`src/rtl/multicycle_ctrl.sv`:
```
// rtl/multicycle_ctrl.sv - multi-cycle RV32I sequencing controller with memory wait timeout
module multicycle_ctrl #(
  parameter int DATA_WIDTH = 32,
  parameter int MAX_WAIT   = 255
) (
  input  logic                  clk,
  input  logic                  rst_n,
  input  logic [DATA_WIDTH-1:0] instr,
  input  logic                  EQ,
  input  logic                  mem_ready,
  output logic                  mem_req,
  output logic                  AdrSrc,
  output logic                  IRWrite,
  output logic                  PCWrite,
  output logic                  MemWrite,
  output logic                  RegWrite,
  output logic [1:0]            ALUSrcA,
  output logic [1:0]            ALUSrcB,
  output logic [1:0]            ALUOp,
  output logic [1:0]            ResultSrc,
  output logic [2:0]            ImmSrc,
  output logic [3:0]            state,
  output logic                  illegal,
  output logic                  timeout
);

  localparam int WW = $clog2(MAX_WAIT + 1);

  localparam logic [6:0] OP_LOAD   = 7'b0000011;
  localparam logic [6:0] OP_STORE  = 7'b0100011;
  localparam logic [6:0] OP_RTYPE  = 7'b0110011;
  localparam logic [6:0] OP_ITYPE  = 7'b0010011;
  localparam logic [6:0] OP_BRANCH = 7'b1100011;
  localparam logic [6:0] OP_JAL    = 7'b1101111;
  localparam logic [6:0] OP_JALR   = 7'b1100111;
  localparam logic [6:0] OP_LUI    = 7'b0110111;

  typedef enum logic [3:0] {
    S_FETCH    = 4'd0,
    S_DECODE   = 4'd1,
    S_MEMADR   = 4'd2,
    S_MEMREAD  = 4'd3,
    S_MEMWB    = 4'd4,
    S_MEMWRITE = 4'd5,
    S_EXECR    = 4'd6,
    S_EXECI    = 4'd7,
    S_ALUWB    = 4'd8,
    S_BRANCH   = 4'd9,
    S_JAL      = 4'd10,
    S_JALR     = 4'd11,
    S_LUI      = 4'd12,
    S_TRAP     = 4'd15
  } state_t;

  state_t         state_q;
  state_t         state_d;
  logic [WW-1:0]  wait_q;
  logic [6:0]     op;
  logic [2:0]     funct3;
  logic           mem_phase;
  logic           stall;
  logic           wait_hit;
  logic           set_illegal;
  logic           unused_instr_bits;

  assign op       = instr[6:0];
  assign funct3   = instr[14:12];
  assign state    = state_q;
  assign unused_instr_bits = ^{instr[DATA_WIDTH-1:15], instr[11:7]};

  // The three memory-facing states are the only ones that can stall.
  assign mem_phase = (state_q == S_FETCH) || (state_q == S_MEMREAD) || (state_q == S_MEMWRITE);
  assign stall     = mem_phase && !mem_ready;
  assign wait_hit  = stall && (wait_q == WW'(MAX_WAIT - 1));

  // Immediate format follows the opcode alone so sign_extend is ready in any state.
  always_comb begin
    ImmSrc = 3'b000;
    case (op)
      OP_LOAD, OP_ITYPE, OP_JALR: ImmSrc = 3'b000;
      OP_STORE:                   ImmSrc = 3'b001;
      OP_BRANCH:                  ImmSrc = 3'b010;
      OP_JAL:                     ImmSrc = 3'b011;
      OP_LUI:                     ImmSrc = 3'b100;
      default:                    ImmSrc = 3'b000;
    endcase
  end

  // Datapath control decode and next-state selection.
  always_comb begin
    state_d     = state_q;
    mem_req     = mem_phase;
    AdrSrc      = 1'b0;
    IRWrite     = 1'b0;
    PCWrite     = 1'b0;
    MemWrite    = 1'b0;
    RegWrite    = 1'b0;
    ALUSrcA     = 2'b00;
    ALUSrcB     = 2'b00;
    ALUOp       = 2'b00;
    ResultSrc   = 2'b00;
    set_illegal = 1'b0;
    case (state_q)
      S_FETCH: begin
        ALUSrcB   = 2'b10;
        ResultSrc = 2'b10;
        if (mem_ready) begin
          IRWrite = 1'b1;
          PCWrite = 1'b1;
          state_d = S_DECODE;
        end
      end
      S_DECODE: begin
        ALUSrcA = 2'b01;
        ALUSrcB = 2'b01;
        case (op)
          OP_LOAD, OP_STORE: state_d = S_MEMADR;
          OP_RTYPE:          state_d = S_EXECR;
          OP_ITYPE:          state_d = S_EXECI;
          OP_BRANCH:         state_d = S_BRANCH;
          OP_JAL:            state_d = S_JAL;
          OP_JALR:           state_d = S_JALR;
          OP_LUI:            state_d = S_LUI;
          default: begin
            state_d     = S_TRAP;
            set_illegal = 1'b1;
          end
        endcase
      end
      S_MEMADR: begin
        ALUSrcA = 2'b10;
        ALUSrcB = 2'b01;
        state_d = (op == OP_LOAD) ? S_MEMREAD : S_MEMWRITE;
      end
      S_MEMREAD: begin
        AdrSrc = 1'b1;
        if (mem_ready) state_d = S_MEMWB;
      end
      S_MEMWB: begin
        ResultSrc = 2'b01;
        RegWrite  = 1'b1;
        state_d   = S_FETCH;
      end
      S_MEMWRITE: begin
        AdrSrc   = 1'b1;
        MemWrite = 1'b1;
        if (mem_ready) state_d = S_FETCH;
      end
      S_EXECR: begin
        ALUSrcA = 2'b10;
        ALUOp   = 2'b10;
        state_d = S_ALUWB;
      end
      S_EXECI: begin
        ALUSrcA = 2'b10;
        ALUSrcB = 2'b01;
        ALUOp   = 2'b10;
        state_d = S_ALUWB;
      end
      S_LUI: begin
        ALUSrcA = 2'b11;
        ALUSrcB = 2'b01;
        state_d = S_ALUWB;
      end
      S_ALUWB: begin
        RegWrite = 1'b1;
        state_d  = S_FETCH;
      end
      S_BRANCH: begin
        ALUSrcA = 2'b10;
        ALUOp   = 2'b01;
        state_d = S_FETCH;
        case (funct3)
          3'b000:  PCWrite = EQ;
          3'b001:  PCWrite = !EQ;
          default: begin
            state_d     = S_TRAP;
            set_illegal = 1'b1;
          end
        endcase
      end
      S_JALR: begin
        ALUSrcA = 2'b10;
        ALUSrcB = 2'b01;
        state_d = S_JAL;
      end
      S_JAL: begin
        ALUSrcA = 2'b01;
        ALUSrcB = 2'b10;
        PCWrite = 1'b1;
        state_d = S_ALUWB;
      end
      S_TRAP:  state_d = S_TRAP;
      default: state_d = S_TRAP;
    endcase
    // A stall that exhausts the budget overrides the normal successor.
    if (wait_hit) state_d = S_TRAP;
    // PC and IR must not load while the core is held in reset.
    IRWrite = IRWrite && rst_n;
    PCWrite = PCWrite && rst_n;
  end

  // State register.
  always_ff @(posedge clk or negedge rst_n) begin
    if (!rst_n) state_q <= S_FETCH;
    else        state_q <= state_d;
  end

  // Consecutive stall counter, restarted whenever the state moves.
  always_ff @(posedge clk or negedge rst_n) begin
    if (!rst_n)                  wait_q <= '0;
    else if (state_d != state_q) wait_q <= '0;
    else if (stall)              wait_q <= wait_q + WW'(1);
  end

  // Sticky error flags, cleared only by reset.
  always_ff @(posedge clk or negedge rst_n) begin
    if (!rst_n) begin
      illegal <= 1'b0;
      timeout <= 1'b0;
    end else begin
      illegal <= illegal || set_illegal;
      timeout <= timeout || wait_hit;
    end
  end

endmodule

```
`config.mk`:
```
export PLATFORM = sky130hd
export DESIGN_NAME = multicycle_ctrl
export DESIGN_NICKNAME = d
export VERILOG_FILES = /design/src/rtl/multicycle_ctrl.sv
export SDC_FILE = /design/constraint.sdc
export NUM_CORES = 1
export LEC_CHECK = 0
export BUFFER_PORTS_ARGS = -buffer_cell sky130_fd_sc_hd__buf_4
export CAP_MARGIN = 30
export CORE_MARGIN = 2
export CORE_UTILIZATION = 47
export DETAILED_ROUTE_END_ITERATION = 8
export PLACE_DENSITY_LB_ADDON = 0.2
export SYNTH_ARGS = -nofsm -noshare
export SYNTH_HDL_FRONTEND = slang
export SYNTH_SLANG_ARGS = --single-unit
```
`constraint.sdc`:
```
create_clock -name clk -period 2.3 [get_ports clk]
set_input_delay 0.115 -clock clk [delete_from_list [all_inputs] [get_ports clk]]
set_output_delay 0.115 -clock clk [all_outputs]
set_load 0.1 [all_outputs]
```
# ---- After elaboration in Yosys (flattened, before gate mapping)
# Index checks and enable logic that the tools add are counted.
dict set report totals {
  register_bits 14
  input_bits 36
  output_inout_bits 23
  elab_cells 77
}
dict set report op_classes {
  addsub 1
  eq_ne 23
  muxes 25
  n_reduce_logical 24
}
# op n
set op_table {}
lappend op_table {{4-bit one-hot mux with 9 select lines} 1}
lappend op_table {{4-bit one-hot mux with 7 select lines} 1}
lappend op_table {{7-bit by 6-bit equality test with 1-bit output (second input constant)} 3}
lappend op_table {{7-bit equality test (second input constant)} 3}
lappend op_table {{4-bit equality test (second input constant)} 5}
lappend op_table {{4-bit 2-to-1 mux} 5}
lappend op_table {{4-bit by 3-bit equality test with 1-bit output (second input constant)} 4}
lappend op_table {{8-bit 2-to-1 mux} 2}
lappend op_table {{2-bit OR reduction} 7}
lappend op_table {{2-bit one-hot mux with 2 select lines} 3}
lappend op_table {{3-bit one-hot mux with 4 select lines} 1}
lappend op_table {{5-bit OR reduction} 2}
lappend op_table {{8-bit by 1-bit adder with 8-bit output (second input constant)} 1}
lappend op_table {{4-bit by 2-bit equality test with 1-bit output (second input constant)} 2}
lappend op_table {{8-bit equality test (second input constant)} 1}
lappend op_table {{8-bit OR reduction} 1}
lappend op_table {{7-bit by 2-bit equality test with 1-bit output (second input constant)} 1}
lappend op_table {{7-bit by 5-bit equality test with 1-bit output (second input constant)} 1}
lappend op_table {{1-bit 2-to-1 mux} 7}
lappend op_table {{2-bit one-hot mux with 3 select lines} 1}
lappend op_table {{4-bit by 1-bit equality test with 1-bit output (second input constant)} 1}
lappend op_table {{1-bit logical AND} 4}
lappend op_table {{4-bit logical NOT} 1}
lappend op_table {{1-bit logical OR} 4}
lappend op_table {{9 further kinds} 11}

# ---- Depth between registers and ports, before layout
dict set report depth {
  depth_word 8
  depth_mapped 8
  mapped_depth_nobuf 8
}

# ---- Worst setup path after synthesis
# OpenSTA, ideal clock, no wires.
dict set report synth_path {
  path_type {input-to-output}
  start {in instr[3]}
  end {out ImmSrc[0]}
  arrival_time_ps 5366
  required_ps 2185
  setup_slack_ps -3181
  stages 3
  n_path_buf 1
  path_cell_list {clkbuf_1 > or3_1 > a2111oi_0}
}
dict set report synth_via {
  elab_chain_cells 2
  word_cells_on_any_way 5
  cone_classes {4 x eq/ne; 1 x mux}
}
# item line
set synth_rtl {}
lappend synth_rtl {{start: declaration} 8} ;# input logic [DATA_WIDTH-1:0] instr,
lappend synth_rtl {{7-bit by 6-bit equality test with 1-bit output / 7-bit equality test (equally long branches)} 79} ;# case (op)
lappend synth_rtl {{3-bit one-hot mux with 4 select lines (*)} 79}
lappend synth_rtl {{end: declaration} 21} ;# output logic [2:0] ImmSrc,
# Every way passes the cells marked *; elsewhere a longest branch is shown, timed or not.

# ---- Worst setup path after layout
dict set report layout_path {
  start {reg state_q[0], in the netlist state[0]}
  end {reg wait_q[1]}
}
dict set report layout_via {
  elab_chain_cells 8
  word_cells_on_any_way 27
  cone_classes {13 x eq/ne; 6 x mux; 8 x reduce/logical}
}
# item line
set layout_rtl {}
lappend layout_rtl {{start: declaration} 55} ;# state_t state_q;
lappend layout_rtl {{start signal: assignment} 206} ;# else state_q <= state_d;
lappend layout_rtl {{parallel branches: the longest is 8 deep, another holds 4-bit one-hot mux with 9 select lines} n/a}
lappend layout_rtl {{end signal: assignment} 213} ;# else if (stall) wait_q <= wait_q + WW'(1);
lappend layout_rtl {{end: declaration} 57} ;# logic [WW-1:0] wait_q;
# Several ways; the timed one is not identified.
# A chain may end at the register's enable or synchronous reset.

==> flow_summary.html <==
<table>
<tr><th>Metric</th><th>Value</th></tr>
<tr><th colspan="2">Setup path</th></tr>
<tr><td>Biggest cell delay along the critical path</td><td>580 ps</td></tr>
<tr><td>Worst-case reg-to-reg path depth</td><td>7</td></tr>
<tr><td>Data required, critical path</td><td>2480 ps</td></tr>
<tr><td>Slack of the worst reg-to-reg path</td><td>50 ps</td></tr>
<tr><td>Maximum net fanout on the critical path</td><td>14</td></tr>
<tr><td>Capture instance of the worst register-to-register path</td><td>wait_q[1]$_DFFE_PN0P_</td></tr>
<tr><td>Gate family responsible for the most delay along the worst path</td><td>compound AO/OA/AOI/OAI gates</td></tr>
<tr><td>Cell chain of the critical path</td><td>nor4_2, nand2_1, a32oi_1, a21bo_2, o311ai_4, buf_12, a2111oi_4</td></tr>
<tr><td>Setup CP Type</td><td>flop to flop</td></tr>
<tr><td>Number of buffers and inverters on the critical path</td><td>1</td></tr>
<tr><td>Startpoint type of the worst setup path</td><td>flop</td></tr>
<tr><td>Endpoint class of the critical path</td><td>flop</td></tr>
<tr><td>Arrival time at the worst endpoint</td><td>2430 ps</td></tr>
<tr><td>Crit-path slowest cell</td><td>dfrtp_4</td></tr>
<tr><td>RR Startpoint</td><td>state[0]$_DFF_PN0_</td></tr>
<tr><td>Logic depth of the worst setup path including buffers</td><td>7</td></tr>
<tr><th colspan="2">Clocking</th></tr>
<tr><td>Master cell of the clock root buffer</td><td>clkbuf_4</td></tr>
<tr><td>Buffer depth of the longest clock path</td><td>2</td></tr>
<tr><td>Clock insertion delay at the later pin of the skew report</td><td>280 ps</td></tr>
<tr><td>Number of clock sinks seen by CTS</td><td>14</td></tr>
<tr><td>H-tree depth</td><td>1</td></tr>
<tr><td>TritonCTS Buffers</td><td>3</td></tr>
<tr><td>Clock slew at the register clock pins of the worst setup and hold paths</td><td>80 ps</td></tr>
<tr><td>CTS tree</td><td>built</td></tr>
<tr><th colspan="2">Timing</th></tr>
<tr><td>Period minus WS final</td><td>2247 ps</td></tr>
<tr><td>Number of failing setup endpoints in the final timing report</td><td>0</td></tr>
<tr><td>Headroom to the max-slew limit</td><td>0.7057</td></tr>
<tr><td>Clock skew after layout</td><td>6.092 ps</td></tr>
<tr><td>Minimum setup slack in the final design</td><td>53.29 ps</td></tr>
<tr><td>Hold WS</td><td>190.9 ps</td></tr>
<tr><td>RSZ-0062 raised after global routing</td><td>true</td></tr>
<tr><td>Max frequency</td><td>0.4451 GHz</td></tr>
<tr><td>Period utilisation layout</td><td>0.9768</td></tr>
<tr><td>Aggregate negative setup slack</td><td>0 ps</td></tr>
<tr><td>Least-Margin Pin Slew</td><td>438.1 ps</td></tr>
<tr><td>Max-slew violations</td><td>0</td></tr>
<tr><td>Fin. Hold Viols</td><td>0</td></tr>
<tr><th colspan="2">Run</th></tr>
<tr><td>Maximum Capacitance Violations</td><td>0</td></tr>
<tr><th colspan="2">Detailed routing</th></tr>
<tr><td>Average wire per cell in the routed design</td><td>15.14 µm</td></tr>
<tr><td>Number of violations reported at the end of detailed-routing iteration 0</td><td>30</td></tr>
<tr><td>Count of nets left with antenna violations after detail routing</td><td>0</td></tr>
<tr><td>Final WL</td><td>3603 µm</td></tr>
<tr><td>DR DRC count</td><td>0</td></tr>
<tr><td>Via density</td><td>5.979</td></tr>
<tr><td>Via count</td><td>1,423</td></tr>
<tr><td>First-pass DRT Iterations</td><td>4</td></tr>
<tr><th colspan="2">Synthesis</th></tr>
<tr><td>Seq/Total Area, Yosys</td><td>0.2637</td></tr>
<tr><td>Number of enable-type register cells in the synthesized netlist</td><td>0</td></tr>
<tr><td>Seq cells post-synth</td><td>14</td></tr>
<tr><td>Most used flip-flop cell after synthesis</td><td>dfrtp_1</td></tr>
<tr><td>Mapped Cells</td><td>168</td></tr>
<tr><td>Yosys cell types</td><td>52</td></tr>
<tr><td>Total nets after synthesis</td><td>206</td></tr>
<tr><td>Synthesized area</td><td>0.001329 mm²</td></tr>
<tr><td>Count of yosys warnings during synthesis</td><td>0</td></tr>
<tr><td>Post-Syn Area per Cell</td><td>7.909 µm²</td></tr>
<tr><td>Synth async-reset ratio</td><td>1.000</td></tr>
<tr><th colspan="2">Global routing</th></tr>
<tr><td>Pin count of the biggest net entering global routing</td><td>22</td></tr>
<tr><td>Global routing's busiest layer</td><td>met2</td></tr>
<tr><td>Number of global-route vias before repair</td><td>1,298</td></tr>
<tr><td>Overall overflow remaining after global route</td><td>0</td></tr>
<tr><td>Antenna violations before repair</td><td>0</td></tr>
<tr><td>Total routing usage reported by global routing</td><td>0.2240</td></tr>
<tr><td>Global-route track usage on met2</td><td>0.3695</td></tr>
<tr><td>GR Layer Usage met3</td><td>0.02948</td></tr>
<tr><td>Global-route wire length before repair</td><td>5816 µm</td></tr>
<tr><td>Global-route met1 utilization</td><td>0.3020</td></tr>
<tr><th colspan="2">Placed design</th></tr>
<tr><td>Total half-perimeter wirelength after legalization and detailed placement</td><td>2724 µm</td></tr>
<tr><td>Worst setup slack after placement</td><td>91.62 ps</td></tr>
<tr><td>Gpl congestion</td><td>0.8927</td></tr>
<tr><td>Port bufs</td><td>36</td></tr>
<tr><th colspan="2">Run status</th></tr>
<tr><td>Run status</td><td>complete, no violations</td></tr>
<tr><th colspan="2">Worst hold path</th></tr>
<tr><td>Path class of the lowest-slack min-delay path</td><td>primary input to flop</td></tr>
<tr><td>Hold endpoint</td><td>illegal$_DFF_PN0_</td></tr>
<tr><td>Min-Delay Startpoint</td><td>instr[0]</td></tr>
<tr><td>Cell depth of the worst hold path</td><td>3</td></tr>
<tr><th colspan="2">Finish</th></tr>
<tr><td>Filler instances</td><td>232</td></tr>
<tr><td>Number of nets in the final layout</td><td>246</td></tr>
<tr><td>Proportion of layout cells with a drive suffix above 1</td><td>0.3865</td></tr>
<tr><td>Antenna diode instance count</td><td>0</td></tr>
<tr><td>Synthesis-to-layout area growth</td><td>38.23%</td></tr>
<tr><th colspan="2">Floorplanning</th></tr>
<tr><td>Placeable core area</td><td>0.002710 mm²</td></tr>
<tr><td>Initial core utilization</td><td>0.4903</td></tr>
<tr><td>Cell Rows</td><td>19</td></tr>
<tr><td>Floorplan die height</td><td>57.17 µm</td></tr>
<tr><td>Boundary Pins</td><td>59</td></tr>
<tr><td>Die span in x</td><td>57.17 µm</td></tr>
<tr><td>Die area</td><td>0.003268 mm²</td></tr>
</table>
-- how the worst max path moves through the flow --
stage	endpoint	startpoint
global placement	wait_q[0]$_DFFE_PN0P_	state[1]$_DFF_PN0_
global route	wait_q[1]$_DFFE_PN0P_	state[0]$_DFF_PN0_
detailed placement	wait_q[4]$_DFFE_PN0P_	state[1]$_DFF_PN0_
floorplan	PCWrite	state[3]$_DFF_PN0_
CTS	wait_q[4]$_DFFE_PN0P_	state[1]$_DFF_PN0_
finish	wait_q[1]$_DFFE_PN0P_	state[0]$_DFF_PN0_
-- tightest hold or removal path: cells and delay by family --
kind / cells / cell delay, ps
buffers and inverters: 1 / 130
and+or+nand+nor: 1 / 100
AOI/OAI and AO/OA: 1 / 110
-- layout make-up --
| type | count | area, µm² | area share |
|---|---|---|---|
| inverter | 6 | 22.52 | 0.01226 |
| multi-input combinational | 137 | 1011 | 0.5504 |
| sequential | 14 | 365.4 | 0.1989 |
| timing repair buffer | 46 | 372.9 | 0.2030 |
| tap | 31 | 38.79 | 0.02112 |
| clock buffer | 4 | 26.28 | 0.01431 |
-- routing by layer --
metal | vias to the layer above | routed length (µm)
met2 | 37 | 1750
met5 | - | 0
met4 | 0 | 57
li1 | 703 | -
met3 | 7 | 153
met1 | 676 | 1642
-- sequential cells by signal (all words and copies together) (netlist names) --
signal / flops
wait_q: 8
illegal: 1
state: 4
timeout: 1
-- metrics by stage --
stage | cells | instance area [µm²] | util
6_report | 238 | 1837 | 0.6777
5_1_grt | 238 | 1837 | 0.6777
3_3_place_gp | 232 | 1757 | 0.6482
3_5_place_dp | 232 | 1757 | 0.6482
2_1_floorplan | 168 | 1440 | -
4_1_cts | 237 | 1793 | 0.6616
-- synth_stat cells, types with 3 or more instances --
cell      instances  share of area
inv_1             6          0.017
xor2_1            7          0.046
clkbuf_1          6          0.017
or2_2             3          0.014
nand2b_1          3          0.014
nor2_1           18          0.051
and3_1            5          0.024
nand4_1           3          0.014
a21oi_1           6          0.023
buf_2             3          0.011
xnor2_1           6          0.040
nor4_1            3          0.014
nor3_1           15          0.056
or3_1             3          0.014
a31oi_1           4          0.019
nand2_1          12          0.034
o21ai_0           6          0.023
nand3_1           4          0.015
dfrtp_1          14           0.26
-- cell families after synthesis --
kind of cell,synth area share
and+or+nand+nor,0.3390
AOI/OAI and AO/OA,0.2307
buffers and inverters,0.05367
DFF,0.2637
xor gates and xnor gates,0.08569
adders and majority gates,0.02730
-- cells in the final DEF, fill, tap and decap left out, types with 3 or more instances in the layout --
master    count
inv_1         6
nand2_1      12
nand3_1       4
nand2b_1      3
nor2_1       16
a31oi_1       4
a21oi_1       6
buf_4        43
or3_1         3
nor3_1       10
dfrtp_1      10
o21ai_0       5
xnor2_1       6
xor2_1        7
nand4_1       3
clkbuf_4      3
nor3_2        3
and3_1        4
dfrtp_4       4
-- timing repair --
item                       CTS  global route
buffers inserted             0             1
hold endpoints to repair    14             0
setup endpoints to repair    0             8
hold buffers                 1             0
gates resized for setup      0             4
Power is left out: the tool's default activity adds up to more than one toggle a clock period on the data nets, which glitch-free logic cannot reach.
